### config.mk
export PLATFORM = sky130hd
export DESIGN_NAME = pipe_stage_reg
export DESIGN_NICKNAME = d
export VERILOG_FILES = /design/src/rtl/mips_pipe_pkg.sv /design/src/rtl/pipe_entry_reg.sv /design/src/rtl/pipe_stage_reg.sv
export SDC_FILE = /design/constraint.sdc
export NUM_CORES = 1
export LEC_CHECK = 0
export CORE_AREA = 2 2 141 143
export DETAILED_ROUTE_END_ITERATION = 6
export DIE_AREA = 0 0 143 145
export DONT_BUFFER_PORTS = 1
export PLACE_DENSITY = 0.56
export SYNTH_ARGS = -nofsm -noshare
export SYNTH_HDL_FRONTEND = slang
export SYNTH_HIERARCHICAL = 1
export SYNTH_SLANG_ARGS = --single-unit
### constraint.sdc
create_clock -name clk -period 1.96 [get_ports clk]
set_input_delay 0.294 -clock clk [delete_from_list [all_inputs] [get_ports clk]]
set_output_delay 0.294 -clock clk [all_outputs]
set_load 0.05 [all_outputs]
### src/rtl/mips_pipe_pkg.sv
// Shared widths, reset control value and the pipe-entry record used by the
// pipeline stage registers.
package mips_pipe_pkg;

  localparam int unsigned CTRL_W_DEF = 3;
  localparam int unsigned DATA_W_DEF = 69;
  localparam logic [CTRL_W_DEF-1:0] CTRL_RST_DEF = '0;

  typedef struct packed {
    logic                  valid;
    logic [CTRL_W_DEF-1:0] ctrl;
    logic [DATA_W_DEF-1:0] data;
  } pipe_entry_t;

endpackage

### src/rtl/pipe_entry_reg.sv
// One valid/ctrl/data slot of a pipeline stage with load, clear and async reset.
module pipe_entry_reg
  import mips_pipe_pkg::*;
#(
  parameter int unsigned           CTRL_W   = CTRL_W_DEF,
  parameter int unsigned           DATA_W   = DATA_W_DEF,
  parameter logic [CTRL_W-1:0]     CTRL_RST = '0
) (
  input  logic              clk,
  input  logic              rst_n,
  input  logic              load,
  input  logic              clear,
  input  logic [CTRL_W-1:0] d_ctrl,
  input  logic [DATA_W-1:0] d_data,
  output logic              q_valid,
  output logic [CTRL_W-1:0] q_ctrl,
  output logic [DATA_W-1:0] q_data
);

  logic              valid_d, valid_q;
  logic [CTRL_W-1:0] ctrl_d, ctrl_q;
  logic [DATA_W-1:0] data_d, data_q;

  // Clear only drops the valid bit; payload is left as-is to save enables.
  always_comb begin
    valid_d = valid_q;
    ctrl_d  = ctrl_q;
    data_d  = data_q;
    if (clear) begin
      valid_d = 1'b0;
    end else if (load) begin
      valid_d = 1'b1;
      ctrl_d  = d_ctrl;
      data_d  = d_data;
    end
  end

  always_ff @(posedge clk or negedge rst_n) begin
    if (!rst_n) begin
      valid_q <= 1'b0;
      ctrl_q  <= CTRL_RST;
      data_q  <= '0;
    end else begin
      valid_q <= valid_d;
      ctrl_q  <= ctrl_d;
      data_q  <= data_d;
    end
  end

  assign q_valid = valid_q;
  assign q_ctrl  = ctrl_q;
  assign q_data  = data_q;

endmodule

### src/rtl/pipe_stage_reg.sv
// Two-entry (main + skid) pipeline stage register with stall, flush and
// valid/ready handshaking on both sides.
module pipe_stage_reg
  import mips_pipe_pkg::*;
#(
  parameter int unsigned       CTRL_W   = CTRL_W_DEF,
  parameter int unsigned       DATA_W   = DATA_W_DEF,
  parameter logic [CTRL_W-1:0] CTRL_RST = CTRL_W'(CTRL_RST_DEF)
) (
  input  logic              clk,
  input  logic              reset,
  input  logic              le,
  input  logic              flush,
  input  logic              in_valid,
  output logic              in_ready,
  input  logic [CTRL_W-1:0] in_ctrl,
  input  logic [DATA_W-1:0] in_data,
  output logic              out_valid,
  input  logic              out_ready,
  output logic [CTRL_W-1:0] out_ctrl,
  output logic [DATA_W-1:0] out_data,
  output logic [1:0]        count
);

  logic              main_valid, skid_valid;
  logic [CTRL_W-1:0] main_ctrl, skid_ctrl;
  logic [DATA_W-1:0] main_data, skid_data;

  logic              push, pop;
  logic              main_load, main_clear, main_from_skid;
  logic              skid_load, skid_clear;
  logic [CTRL_W-1:0] main_ctrl_in;
  logic [DATA_W-1:0] main_data_in;

  // Gated by reset so nothing is offered acceptance while held in reset.
  assign in_ready  = reset & ~skid_valid & ~le & ~flush;
  assign out_valid = main_valid & ~le;
  assign out_ctrl  = out_valid ? main_ctrl : CTRL_RST;
  assign out_data  = main_data;
  assign count     = {1'b0, main_valid} + {1'b0, skid_valid};

  assign push = in_valid & in_ready;
  assign pop  = out_valid & out_ready;

  // Skid is only ever filled behind a valid main, so main is never empty
  // while skid holds an entry; a pop with skid valid cannot coincide with push.
  always_comb begin
    main_load      = 1'b0;
    main_clear     = 1'b0;
    main_from_skid = 1'b0;
    skid_load      = 1'b0;
    skid_clear     = 1'b0;
    if (flush) begin
      main_clear = 1'b1;
      skid_clear = 1'b1;
    end else if (pop) begin
      if (skid_valid) begin
        main_load      = 1'b1;
        main_from_skid = 1'b1;
        skid_clear     = 1'b1;
      end else if (push) begin
        main_load = 1'b1;
      end else begin
        main_clear = 1'b1;
      end
    end else if (push) begin
      if (main_valid) skid_load = 1'b1;
      else            main_load = 1'b1;
    end
  end

  always_comb begin
    main_ctrl_in = main_from_skid ? skid_ctrl : in_ctrl;
    main_data_in = main_from_skid ? skid_data : in_data;
  end

  pipe_entry_reg #(
    .CTRL_W  (CTRL_W),
    .DATA_W  (DATA_W),
    .CTRL_RST(CTRL_RST)
  ) u_main (
    .clk    (clk),
    .rst_n  (reset),
    .load   (main_load),
    .clear  (main_clear),
    .d_ctrl (main_ctrl_in),
    .d_data (main_data_in),
    .q_valid(main_valid),
    .q_ctrl (main_ctrl),
    .q_data (main_data)
  );

  pipe_entry_reg #(
    .CTRL_W  (CTRL_W),
    .DATA_W  (DATA_W),
    .CTRL_RST(CTRL_RST)
  ) u_skid (
    .clk    (clk),
    .rst_n  (reset),
    .load   (skid_load),
    .clear  (skid_clear),
    .d_ctrl (in_ctrl),
    .d_data (in_data),
    .q_valid(skid_valid),
    .q_ctrl (skid_ctrl),
    .q_data (skid_data)
  );

endmodule

==> impl_metrics.json <==
{
  "synth.avg_cell_area_um2": 18.5,
  "end_kind": "flip-flop",
  "grt_pass1_wl_mm": 22.5,
  "rsz0062_at_grt": "yes",
  "cts_sinks": 146,
  "yosys.area_share.simple": 0.0158,
  "drt_first_pass_iters": 4,
  "fin_crit_sh": 1.00,
  "ys_seq_elements": 146,
  "fin_crit_ns": 1.97,
  "p_leak_nw": 4.00,
  "remaining_drc_errors": 0,
  "cp.arrival_ns": 2.25,
  "start_kind": "flip-flop",
  "synth_flop_cell": "dfrtp_1",
  "wirelength_mm": 14.1,
  "clk_pin_slew_ns": 0.06,
  "root_buffer": "clkbuf_16",
  "grt_use_total": 0.140,
  "die_h_um": 145,
  "drt_first_iter_violations": 105,
  "grt_pass1_vias": 3947,
  "drive_gt1_frac": 0.640,
  "switching_share": 0.324,
  "finalSetupViolCount": 9,
  "n_antenna_cell": 0,
  "synth_cell_types": 15,
  "async_flop_share": 1.00,
  "switching_power_mw": 2.96,
  "ios": 154,
  "fp.dieW_um": 143,
  "ir_drop_mv": 0.597,
  "crit_path_max_fanout": 32,
  "internal_power_mw": 6.17,
  "skew_ns": 0.00732,
  "grt_antenna_before_repair": 0,
  "initial_core_util": 0.392,
  "synth_top_family_by_area": "multiplexers",
  "timing.setup.tns_ns": -0.0296,
  "relSlewSlack": 0.633,
  "syn_area_um2": 7520,
  "hold_viol_final": 146,
  "crit_type": "flip-flop to flip-flop",
  "ys_top_cells_by_count": "mux2_4, dfrtp_1, buf_12, mux2_2, nor2_1",
  "gp_congestion": 0.816,
  "yosys.area.top_type": "dfrtp_1",
  "synth.area.top_cells": "dfrtp_1, mux2_4, buf_12",
  "area_growth_pct": 13.5,
  "worstMarginPinSlew_ns": 0.551,
  "cp.required_ns": 2.25,
  "maxCapViolCount": 0,
  "clk_path_buf_depth": 2,
  "gr-total-overflow": 0,
  "power_frac_seq": 0.546,
  "hpwl_mm": 9.10,
  "synth-compound-area-share": 0.00449,
  "ant_nets": 0,
  "syn_nets": 486,
  "yosys_warnings": 6,
  "pwr-share-comb": 0.089,
  "grt_max_degree": 148,
  "run_status": "finished with violations",
  "die_area_um2": 20700,
  "synth_fa_ha_area_frac": 0.00166,
  "synth_xor_area_frac": 0,
  "synth_top_area_share": 0.486,
  "nets": 528,
  "cts_inserted_buffers": 17,
  "hold_class": "input pin to async pin",
  "port_buffers": 0,
  "finalWorstSetupSlack_ns": -0.00654,
  "core-area_um2": 19200,
  "synthCells": 407,
  "violations": "hold timing, setup timing",
  "insertion_delay_ns": 0.41,
  "synth.most_common_cell": "mux2_4",
  "row_count": 51,
  "vias_per_cell": 4.74,
  "p_per_area_nw_per_um2": 1070,
  "wl_per_cell_um": 19.5,
  "synth.area.mux_share": 0.428,
  "cts_tree": "yes",
  "clkPwrFrac": 0.365,
  "fmax_mhz": 509,
  "holdWs_ns": -0.421,
  "final_max_slew_viol_count": 0,
  "htreeDepth": 4,
  "synth_edf_count": 0,
  "vias": 3439,
  "yosysSeqAreaShare": 0.486
}
==> through the flow <==
stage	cells	setup slack, ns	area, µm²	utilization	total power [mW]
final	726	-0.00654	8540	0.445	9.13
after global routing	726	-0.134	8540	0.445	9.50
after CTS	719	-0.00280	8440	0.439	9.29
after detailed placement	681	-0.0220	7770	0.404	5.85
after global placement	681	0.0123	7770	0.404	5.83
after floorplan	407	-0.393	7550	-	5.67
==> logic make-up after synthesis <==
kind of cell	count (synthesis)
buffers and inverters	26
AO/OA/AOI/OAI	4
multiplexers	216
AND/OR/NAND/NOR	14
adder cells (fa/ha/maj)	1
flip-flops	146
==> area by class of cell <==
type,count,area (µm²)
inverters,2,7.51
multi-input cells,235,3410
fillers,1671,10700
repair buffers,47,527
clock inverters,7,124
flip-flops and latches,146,3650
well taps,265,332
clock buffers,24,482
==> path summary, 6_finish.rpt <==
| check | endpoint | start | slack [ns] | cells after the start |
|---|---|---|---|---|
| max in group asynchronous | u_skid/q_data[35] | reset | 2.21 | 0 |
| hold reg to reg | u_skid/q_data[5] | u_skid/q_data[5] | 0.51 | 1 |
| setup / recovery | u_main/q_data[40] | u_skid/q_valid | -0.007 | 6 |
| setup reg to reg | u_main/q_data[40] | u_skid/q_valid | -0.007 | 6 |
| min in group clk | u_skid/q_data[31] | in_data[31] | 0.03 | 1 |
| hold / removal | u_skid/q_data[61] | reset | -0.42 | 0 |
==> per-layer routing <==
metal,up-vias,wire length (µm),GRT usage
li1,1532,-,-
met1,1797,6100,0.178
met2,97,6680,0.211
met3,13,1150,0.0611
met4,0,193,0.0470
met5,-,0,0
==> placed cells by master (no fill, tap or decap), types with 3 or more instances in the layout <==
master	n
mux2_4	211
dfrtp_1	146
buf_4	28
clkbuf_16	19
buf_12	9
dlygate4sd3_1	6
mux2_2	5
nor2_1	5
clkbuf_1	4
nor2b_4	3
and2_2	3
clkbuf_8	3
bufinv_16	3
==> registers in the layout (all words and copies together) (netlist names) <==
name            flops
u_main/q_data      69
u_skid/q_data      69
u_skid/q_valid      1
u_main/q_ctrl       3
u_main/q_valid      1
u_skid/q_ctrl       3
==> worst max-delay path, stage by stage, from the launching register on <==
cell	delay [ns]
dfrtp_1	0.41
nor4b_4	0.26
nand2_1	0.10
a41o_2	0.25
nor2b_4	0.17
buf_12	0.28
mux2_4	0.33
==> power groups by stage <==
stage	combinational (mW)	clock, mW	sequential, mW
2_1_floorplan	0.754	0	4.91
3_3_place_gp	0.782	0	5.05
3_5_place_dp	0.811	0	5.04
4_1_cts	0.818	3.47	5.00
5_1_grt	0.869	3.59	5.04
6_report	0.814	3.34	4.98
==> timing repair <==
action | 4_1_cts | 5_1_grt
pin swaps | 1 | 0
endpoints found under the hold margin | 151 | 147
setup buffers | 2 | 4
cloned | 0 | 2
gates resized for setup | 1 | 2
endpoints found under the setup margin | 33 | 143
hold buffers | 5 | 1
No activity file was read; power rests on OpenSTA's default activity.
